**src/rtl/data_memory_pkg.sv**
```systemverilog
`default_nettype none
// ============================================================================
// Module   : data_memory_pkg
// Brief    : Shared size encodings, FSM state type and default parameters.
// Revision : 1.0
// ============================================================================
package data_memory_pkg;

    localparam logic [1:0] SZ_BYTE = 2'b00;
    localparam logic [1:0] SZ_HALF = 2'b01;
    localparam logic [1:0] SZ_WORD = 2'b10;

    localparam int DEFAULT_DEPTH        = 32;
    localparam int DEFAULT_READ_LATENCY = 1;

    typedef enum logic [1:0] {
        ST_IDLE = 2'd0,
        ST_WAIT = 2'd1,
        ST_RESP = 2'd2
    } state_t;

endpackage
`default_nettype wire

```
**src/rtl/data_memory_ctrl_if.sv**
```systemverilog
`default_nettype none
// ============================================================================
// Module   : data_memory_ctrl_if
// Brief    : Request/response handshake bundle for the data memory controller.
// Revision : 1.0
// ============================================================================
interface data_memory_ctrl_if;

    logic        req_valid;
    logic        req_ready;
    logic        req_write;
    logic [1:0]  req_size;
    logic        req_unsigned;
    logic [31:0] req_addr;
    logic [31:0] req_wdata;
    logic        resp_valid;
    logic        resp_ready;
    logic [31:0] resp_rdata;
    logic        resp_error;

    modport master (
        output req_valid, req_write, req_size, req_unsigned, req_addr, req_wdata,
        output resp_ready,
        input  req_ready, resp_valid, resp_rdata, resp_error
    );

    modport slave (
        input  req_valid, req_write, req_size, req_unsigned, req_addr, req_wdata,
        input  resp_ready,
        output req_ready, resp_valid, resp_rdata, resp_error
    );

endinterface
`default_nettype wire

```
**src/rtl/load_align.sv**
```systemverilog
`default_nettype none
// ============================================================================
// Module   : load_align
// Brief    : Extracts a byte/half lane from a memory word and sign/zero extends.
// Revision : 1.0
// ============================================================================
module load_align
    import data_memory_pkg::*;
(
    input  wire logic [31:0] i_word,
    input  wire logic [1:0]  i_lane,
    input  wire logic [1:0]  i_size,
    input  wire logic        i_unsigned,
    output logic      [31:0] o_data
);

    logic [7:0]  w_byte;
    logic [15:0] w_half;

    assign w_byte = 8'(i_word >> {i_lane, 3'b000});
    assign w_half = 16'(i_word >> {i_lane[1], 4'b0000});

    always_comb begin
        o_data = i_word;
        case (i_size)
            SZ_BYTE: o_data = {{24{~i_unsigned & w_byte[7]}}, w_byte};
            SZ_HALF: o_data = {{16{~i_unsigned & w_half[15]}}, w_half};
            default: o_data = i_word;
        endcase
    end

endmodule
`default_nettype wire

```
**src/rtl/data_memory_ctrl.sv**
```systemverilog
`default_nettype none
// ============================================================================
// Module   : data_memory_ctrl
// Brief    : Byte-addressable word memory with a fixed-latency valid/ready port.
// Revision : 1.0
// ============================================================================
module data_memory_ctrl
    import data_memory_pkg::*;
#(
    parameter int DEPTH        = DEFAULT_DEPTH,
    parameter int READ_LATENCY = DEFAULT_READ_LATENCY
) (
    input  wire logic          clock,
    input  wire logic          reset,
    data_memory_ctrl_if.slave  bus
);

    localparam int         c_IDX_W    = $clog2(DEPTH);
    localparam logic [3:0] c_CNT_INIT = 4'(READ_LATENCY - 1);

    logic [31:0]        r_mem [DEPTH];
    state_t             r_state;
    logic [3:0]         r_cnt;
    logic               r_req_ready;
    logic               r_resp_valid;
    logic [31:0]        r_resp_rdata;
    logic               r_resp_error;

    logic [c_IDX_W-1:0] w_idx;
    logic [1:0]         w_lane;
    logic               w_out_of_range;
    logic               w_err;
    logic               w_accept;
    logic               w_store;
    logic [3:0]         w_be;
    logic [31:0]        w_wd;
    logic [31:0]        w_rword;
    logic [31:0]        w_aligned;
    logic [31:0]        w_resp_data;

    assign w_idx          = bus.req_addr[c_IDX_W+1:2];
    assign w_lane         = bus.req_addr[1:0];
    assign w_out_of_range = |bus.req_addr[31:c_IDX_W+2];

    always_comb begin
        w_err = w_out_of_range;
        case (bus.req_size)
            SZ_BYTE: ;
            SZ_HALF: if (w_lane[0])       w_err = 1'b1;
            SZ_WORD: if (w_lane != 2'b00) w_err = 1'b1;
            default: w_err = 1'b1;
        endcase
    end

    // Reset outranks a concurrent request, including its store.
    assign w_accept = bus.req_valid & r_req_ready & ~reset;
    assign w_store  = w_accept & bus.req_write & ~w_err;

    always_comb begin
        w_be = 4'b0000;
        w_wd = bus.req_wdata;
        case (bus.req_size)
            SZ_BYTE: begin
                w_be = 4'b0001 << w_lane;
                w_wd = {4{bus.req_wdata[7:0]}};
            end
            SZ_HALF: begin
                w_be = w_lane[1] ? 4'b1100 : 4'b0011;
                w_wd = {2{bus.req_wdata[15:0]}};
            end
            SZ_WORD: w_be = 4'b1111;
            default: w_be = 4'b0000;
        endcase
    end

    always_ff @(posedge clock) begin
        if (w_store) begin
            for (int b = 0; b < 4; b++) begin
                if (w_be[b]) r_mem[w_idx][8*b +: 8] <= w_wd[8*b +: 8];
            end
        end
    end

    assign w_rword = r_mem[w_idx];

    load_align u_load_align (
        .i_word     (w_rword),
        .i_lane     (w_lane),
        .i_size     (bus.req_size),
        .i_unsigned (bus.req_unsigned),
        .o_data     (w_aligned)
    );

    assign w_resp_data = (w_err | bus.req_write) ? 32'h0 : w_aligned;

    // Response payload is captured at accept so later input changes cannot leak in.
    always_ff @(posedge clock) begin
        if (reset) begin
            r_state      <= ST_IDLE;
            r_cnt        <= 4'd0;
            r_req_ready  <= 1'b1;
            r_resp_valid <= 1'b0;
            r_resp_rdata <= 32'h0;
            r_resp_error <= 1'b0;
        end else begin
            case (r_state)
                ST_IDLE: begin
                    if (w_accept) begin
                        r_req_ready  <= 1'b0;
                        r_resp_rdata <= w_resp_data;
                        r_resp_error <= w_err;
                        if (READ_LATENCY == 1) begin
                            r_state      <= ST_RESP;
                            r_resp_valid <= 1'b1;
                        end else begin
                            r_state <= ST_WAIT;
                            r_cnt   <= c_CNT_INIT;
                        end
                    end
                end
                ST_WAIT: begin
                    if (r_cnt == 4'd1) begin
                        r_state      <= ST_RESP;
                        r_cnt        <= 4'd0;
                        r_resp_valid <= 1'b1;
                    end else begin
                        r_cnt <= r_cnt - 4'd1;
                    end
                end
                ST_RESP: begin
                    if (bus.resp_ready) begin
                        r_state      <= ST_IDLE;
                        r_req_ready  <= 1'b1;
                        r_resp_valid <= 1'b0;
                        r_resp_rdata <= 32'h0;
                        r_resp_error <= 1'b0;
                    end
                end
                default: begin
                    r_state      <= ST_IDLE;
                    r_cnt        <= 4'd0;
                    r_req_ready  <= 1'b1;
                    r_resp_valid <= 1'b0;
                end
            endcase
        end
    end

    assign bus.req_ready  = r_req_ready;
    assign bus.resp_valid = r_resp_valid;
    assign bus.resp_rdata = r_resp_rdata;
    assign bus.resp_error = r_resp_error;

endmodule
`default_nettype wire

```
**src/flat_wrapper.sv**
```systemverilog
// flat-port wrapper written by rule: the top's interface ports become plain ports
module data_memory_ctrl_flat import data_memory_pkg::*;
#(
    parameter int DEPTH        = DEFAULT_DEPTH,
    parameter int READ_LATENCY = DEFAULT_READ_LATENCY
)
  (clock, reset, bus_req_valid, bus_req_write, bus_req_size, bus_req_unsigned, bus_req_addr, bus_req_wdata, bus_resp_ready, bus_req_ready, bus_resp_valid, bus_resp_rdata, bus_resp_error);
  data_memory_ctrl_if bus_i ();
  input  wire logic clock;
  input  wire logic reset;
  input wire logic [$bits(bus_i.req_valid)-1:0] bus_req_valid;
  input wire logic [$bits(bus_i.req_write)-1:0] bus_req_write;
  input wire logic [$bits(bus_i.req_size)-1:0] bus_req_size;
  input wire logic [$bits(bus_i.req_unsigned)-1:0] bus_req_unsigned;
  input wire logic [$bits(bus_i.req_addr)-1:0] bus_req_addr;
  input wire logic [$bits(bus_i.req_wdata)-1:0] bus_req_wdata;
  input wire logic [$bits(bus_i.resp_ready)-1:0] bus_resp_ready;
  output wire logic [$bits(bus_i.req_ready)-1:0] bus_req_ready;
  output wire logic [$bits(bus_i.resp_valid)-1:0] bus_resp_valid;
  output wire logic [$bits(bus_i.resp_rdata)-1:0] bus_resp_rdata;
  output wire logic [$bits(bus_i.resp_error)-1:0] bus_resp_error;
  assign bus_i.req_valid = bus_req_valid;
  assign bus_i.req_write = bus_req_write;
  assign bus_i.req_size = bus_req_size;
  assign bus_i.req_unsigned = bus_req_unsigned;
  assign bus_i.req_addr = bus_req_addr;
  assign bus_i.req_wdata = bus_req_wdata;
  assign bus_i.resp_ready = bus_resp_ready;
  assign bus_req_ready = bus_i.req_ready;
  assign bus_resp_valid = bus_i.resp_valid;
  assign bus_resp_rdata = bus_i.resp_rdata;
  assign bus_resp_error = bus_i.resp_error;
  data_memory_ctrl #(.DEPTH(DEPTH), .READ_LATENCY(READ_LATENCY)) u_core (.clock(clock), .reset(reset), .bus(bus_i));
endmodule
```
**config.mk**
```make
export PLATFORM = sky130hd
export DESIGN_NAME = data_memory_ctrl_flat
export DESIGN_NICKNAME = d
export VERILOG_FILES = /design/src/rtl/data_memory_pkg.sv /design/src/rtl/data_memory_ctrl_if.sv /design/src/rtl/load_align.sv /design/src/rtl/data_memory_ctrl.sv /design/src/flat_wrapper.sv
export SDC_FILE = /design/constraint.sdc
export NUM_CORES = 1
export LEC_CHECK = 0
export CORE_ASPECT_RATIO = 0.6
export CORE_MARGIN = 1
export CORE_UTILIZATION = 61
export CTS_BUF_LIST = sky130_fd_sc_hd__clkbuf_4 sky130_fd_sc_hd__clkbuf_8 sky130_fd_sc_hd__clkbuf_16
export DETAILED_ROUTE_END_ITERATION = 12
export PLACE_DENSITY_LB_ADDON = 0.15
export SLEW_MARGIN = 20
export SYNTH_ARGS = -nofsm -noshare
export SYNTH_HDL_FRONTEND = slang
export SYNTH_SLANG_ARGS = --single-unit
```
**constraint.sdc**
```tcl
create_clock -name clock -period 4.8 [get_ports clock]
set_input_delay 1.44 -clock clock [delete_from_list [all_inputs] [get_ports clock]]
set_output_delay 1.44 -clock clock [all_outputs]
set_load 0.01 [all_outputs]
```
# [Word-level counts from Yosys, hierarchy flattened]
# Memory sizes are Yosys's and may differ from the RTL's.
# Cells that the tools add are included.
[totals] regBits=41 ram_bits=1024 in_bits=72 output_inout_bits=35 word_cells=77 mem_count=1
[op_classes] add_sub_neg=1 n_eq_ne=8 shift=3 mux=38 n_bitwise=11 reduce_logical=9
[memory_table] memory="u_core.r_mem" words=32 width=32 rd=1 rd_clocked_by_memory_dff=0 write_ports=1 line="data_memory_ctrl.sv:21" source="logic [31:0] r_mem [DEPTH];"
[op_table] op="one-hot mux 32 bit (2 select lines)" count=3
[op_table] op="2-to-1 mux 32 bit" count=3
[op_table] op=">> shifter 32 x 5 -> 16 bit" count=1
[op_table] op=">> shifter 32 x 5 -> 8 bit" count=1
[op_table] op="OR reduction 25 bit" count=1
[op_table] op="2-to-1 mux 1 bit" count=20
[op_table] op="one-hot mux 4 bit (3 select lines)" count=1
[op_table] op="one-hot mux 1 bit (3 select lines)" count=3
[op_table] op="AND reduction 3 bit" count=3
[op_table] op="2-to-1 mux 4 bit" count=2
[op_table] op="one-hot mux 4 bit (2 select lines)" count=1
[op_table] op="bitwise AND 1 bit" count=6
[op_table] op="2-to-1 mux 2 bit" count=3
[op_table] op="one-hot mux 2 bit (3 select lines)" count=1
[op_table] op="equality test 2 x 1 -> 1 bit (second input constant)" count=2
[op_table] op="equality test 2 bit (second input constant)" count=2
[op_table] op="equality test 4 x 1 -> 1 bit (second input constant)" count=1
[op_table] op="zero test 2 bit" count=2
[op_table] op="!= test 2 x 1 -> 1 bit (second input constant)" count=2
[op_table] op="NOT 1 bit" count=4
[op_table] op="nonzero test 2 bit" count=2
[op_table] op="<< shifter 1 x 2 -> 4 bit (first input constant)" count=1
[op_table] op="subtractor 4 x 1 -> 4 bit (second input constant)" count=1
[op_table] op="!= test 2 bit (second input constant)" count=1
[op_table] op="other kinds (3)" count=3

# [Depth between registers and ports, before layout]
[logic_depth] word_depth=7 ltp_mapped=12 mapped_depth_nobuf=9

# [Hierarchy]
# Synthesis repeated with hierarchy kept, for this count alone.
[hier_totals] cells_unflattened=2570 area_unflattened_um2=42623.4
[modules_own_cells] module="data_memory_ctrl" n_inst=1 cells_each=2477 area_each_um2=41913.9 seq_area_each_um2=31450.2
[modules_own_cells] module="load_align" n_inst=1 cells_each=93 area_each_um2=709.4 seq_area_each_um2=0.0

# [Least setup slack after synthesis]
# OpenSTA, ideal clock, no wires.
[synth_timing] path_type="input-to-reg" from="input port bus_req_addr[3]" to="memory u_core.r_mem[22][0], enable pin" setup_time_ns=0.370 t_arrival_ns=3.432 t_required_ns=4.430 path_slack_ns=0.998 stages=9 n_path_buf=6 cell_sequence="buf_4 -> buf_4 -> buf_2 -> buf_2 -> buf_1 -> nor2b_1 -> clkbuf_1 -> nand2_1 -> nor2_1"
[synth_rtl] item="from (decl)" line="flat_wrapper.sv:15" source="input wire logic [$bits(bus_i.req_addr)-1:0] bus_req_addr;"
[synth_rtl] item="to (decl)" line="data_memory_ctrl.sv:21"
# Straight into the memory's write port.

# [Worst setup path in the final report]
[layout_timing] from="input port bus_req_addr[5]" to="register u_core.r_resp_rdata[28] (netlist: u_core.bus.resp_rdata[28])"
[layout_via] elab_chain_cells=7 elab_cells_between_ends=9 classes_between="2 x shift; 4 x mux; 2 x bitwise; 1 x memory"
[layout_rtl] item="memory (32 x 32 bit) (*)"
[layout_rtl] item=">> shifter 32 x 5 -> 16 bit / >> shifter 32 x 5 -> 8 bit (equally long branches)" line="load_align.sv:21, load_align.sv:20"
[layout_rtl] item="bitwise AND 1 bit, on equally long branches" line="load_align.sv:27, load_align.sv:26"
[layout_rtl] item="one-hot mux 32 bit (2 select lines) (*)" line="load_align.sv:25" source="case (i_size)"
[layout_rtl] item="2-to-1 mux 32 bit (*)" line="data_memory_ctrl.sv:94" source="assign w_resp_data = (w_err | bus.req_write) ? 32'h0 : w_aligned;"
[layout_rtl] item="2-to-1 mux 32 bit (*)" line="data_memory_ctrl.sv:108" source="if (w_accept) begin"
[layout_rtl] item="one-hot mux 32 bit (2 select lines) (*)" line="data_memory_ctrl.sv:106" source="case (r_state)"
[layout_rtl] item="to (signal assigned)" line="data_memory_ctrl.sv:110" source="r_resp_rdata <= w_resp_data;"
[layout_rtl] item="to (decl)" line="data_memory_ctrl.sv:26" source="logic [31:0] r_resp_rdata;"
# Mark *: on every way between the ends. The rest lies on a longest branch, timed or not. The select of a mux whose other input is x is not followed.
# A chain may end at the register's enable or synchronous reset.

==> results.toml <==
[status]
outcome = "complete, no violations"

[finish]
layout-drive-gt1-share_pct = 27.4
final_nets = 2519
n_fill_cell = 3920
final_cell_mix = "edfxtp_1, buf_4, mux4_2"
layout_commonest_cell = "edfxtp_1"
final_area_sq_mm = 0.0484
syn_to_final_growth_pct = 16.9

[clock_tree]
clock_latency_ps = 670
cts_buffers = 90
cts.sinks = 1059
root_buffer = "clkbuf_16"
hold_buffers = 0
post_cts_resized = 0
clk_pin_slew_ps = 70
cts_htree_levels = 3
cts_tree = "built"
clockBufferDepth = 3
post_cts_buffers = 0

[route]
drt-wirelength-per-cell_um = 34.1
drc = 0
routed_wl_um = 117000
avgViaCountPerCell = 6.92
vias = 23700
ant_nets = 0
drt_iter0_markers = 3968
first_pass_iters = 8

[place]
portBuffers = 106
placed_cell_area_sq_mm = 0.0453
place_ws_ps = 157
dp_hpwl_um = 78700
gp_congestion = 1.03

[floorplan]
ios = 107
core_area_sq_mm = 0.0667
die_h_um = 204
initial_core_util_pct = 62.1
die_x_um = 338
die_area_sq_mm = 0.0689
row_count = 73

[synth]
ys_ff_latch = 1059
yosys.area.top_type_share_pct = 74.3
synth_edf_count = 1024
syn_area_per_cell_sq_um = 19.8
synthFlopType = "edfxtp_1"
synth_area_leaders = "edfxtp_1, mux4_2, dfxtp_1"
synth_fp_nets = 2170
async_flop_share_pct = 0
ys.warnings.count = 0
syn-instance-count = 2094
yosysUniqueCellTypes = 59
ys_seq_area_share_pct = 76.0
netlist_area_sq_mm = 0.0414
yosys.area.top_type = "edfxtp_1"

[hold_path]
min_from = "u_core.bus.resp_rdata[17]$_SDFFE_PP0P_"
hold_class = "reg -> reg"

[setup_path]
path_cells = "clkdlybuf4s50_1 > buf_4 > nor3b_4 > buf_4 > nand2_1 > mux2_2 > nand4_1 > o21ai_0 > or3_1 > a31o_2 > buf_12 > o21ai_0"
cpMaxStageDelayCell = "nor3b_4"
cp.arrival_ps = 4650
crit_path_start_kind = "input port"
worstPathMaxFanout = 22
crit_path_end_kind = "flop"
critPathTopFamily = "buffers and inverters"
cpPeakStageDelay_ps = 470
criticalPathCategory = "in -> reg"
worstSetupStartpoint = "bus_req_addr[5]"
cp.buffers_inverters = 4
r2r-start = "u_core.r_mem[2][7]$_DFFE_PP_"
worst_ep_required_time_ps = 5380

[timing]
fmax_ghz = 0.246
slew_violations = 0
fin_setup_tns_ps = 0
grt_setup_unrepaired = "no"
fin_crit_sh_pct = 84.8
maxSlewHeadroom_pct = 44.6
period_needed_ps = 4070
holdWs_ps = 469
fin_ws_ps = 731
hold_viol = 0
max_slew.worst_pin.slew_ps = 831
finalSetupViolations = 0
skew_ps = 16.6

[power]
pwr_density_cell_mw_per_mm2 = 394
power.leakage_nw = 15.7
ir_worst_vdd_mv = 0.331

[global_routing]
antenna_found_initial = 2
grt_pass1_vias = 22500
grt_max_degree = 62
grt_pass1_wl_um = 165000
grt_use_total_pct = 34.4
grt_overflow = 0

[run]
maxCapViolCount = 0
## cells in the mapped netlist (16+ instances only)
library cell / n
nor2_1: 164
mux4_2: 224
a221oi_1: 28
clkbuf_1: 55
mux2i_1: 59
dfxtp_1: 35
a22oi_1: 92
nand4_1: 16
a22o_1: 28
edfxtp_1: 1024
nand2_1: 111
buf_2: 39
buf_4: 20
o22ai_1: 30
## cell families after synthesis
group / synth area share (%)
flops: 76.0
fa+ha+maj: 0.121
simple gates: 3.98
mux: 13.8
buf+inv: 1.69
compound gates: 4.43
## flip-flops by register name, indices dropped and copies added (netlist names)
| register | count |
|---|---|
| u_core.bus.resp_rdata | 32 |
| u_core.bus.resp_error | 1 |
| u_core.bus.resp_valid | 1 |
| u_core.bus.req_ready | 1 |
| u_core.r_mem | 1024 |
## metrics by stage
| stage | utilization [%] | total power [W] | cells |
|---|---|---|---|
| floorplan | - | 0.0110 | 2094 |
| detailed placement | 68.0 | 0.0116 | 3251 |
| finish | 72.6 | 0.0191 | 3420 |
| CTS | 72.6 | 0.0191 | 3419 |
| global placement | 68.0 | 0.0116 | 3251 |
| global route | 72.6 | 0.0195 | 3419 |
## power breakdown
group          internal, W  switching (W)
Sequential          0.0102     0.00000692
Combinational     0.000431       0.000821
Clock              0.00425        0.00333
Total               0.0149        0.00416
## final timing paths
path | end | slack [ps] | cells after the start
max reg2reg | u_core.bus.resp_rdata[28]$_SDFFE_PP0P_ | 1890 | 9
max | u_core.bus.resp_rdata[28]$_SDFFE_PP0P_ | 730 | 12
min | u_core.bus.resp_rdata[17]$_SDFFE_PP0P_ | 470 | 2
min reg2reg | u_core.bus.resp_rdata[17]$_SDFFE_PP0P_ | 470 | 2
## final cells by class
type / instances / area (sq um) / area share (%)
well taps: 900 / 1130 / 2.33
clock buffers: 107 / 2440 / 5.04
flip-flops and latches: 1059 / 31500 / 65.0
repair buffers: 384 / 3430 / 7.10
diodes: 1 / 2.50 / 0.00517
clock inverters: 61 / 626 / 1.29
inverters: 6 / 22.5 / 0.0465
multi-input cells: 902 / 9290 / 19.2
## worst reg2reg max path: stages, from the launching register on
cell,delay (ps)
edfxtp_1,360
mux2i_1,620
o22ai_1,190
nor4_1,640
nand3_1,160
o211ai_1,160
a21o_1,180
a31o_2,180
buf_12,160
o21ai_0,140
## per-layer routing
| layer | part of all wire [%] | global-route usage (%) | vias to the layer above |
|---|---|---|---|
| met5 | 0.075 | 0.417 | - |
| met2 | 41 | 45.9 | 1919 |
| met3 | 16 | 13.6 | 282 |
| met1 | 39 | 51.8 | 12100 |
| li1 | - | - | 9370 |
| met4 | 3.9 | 11.6 | 2 |
(Power assumes the default switching activity.)
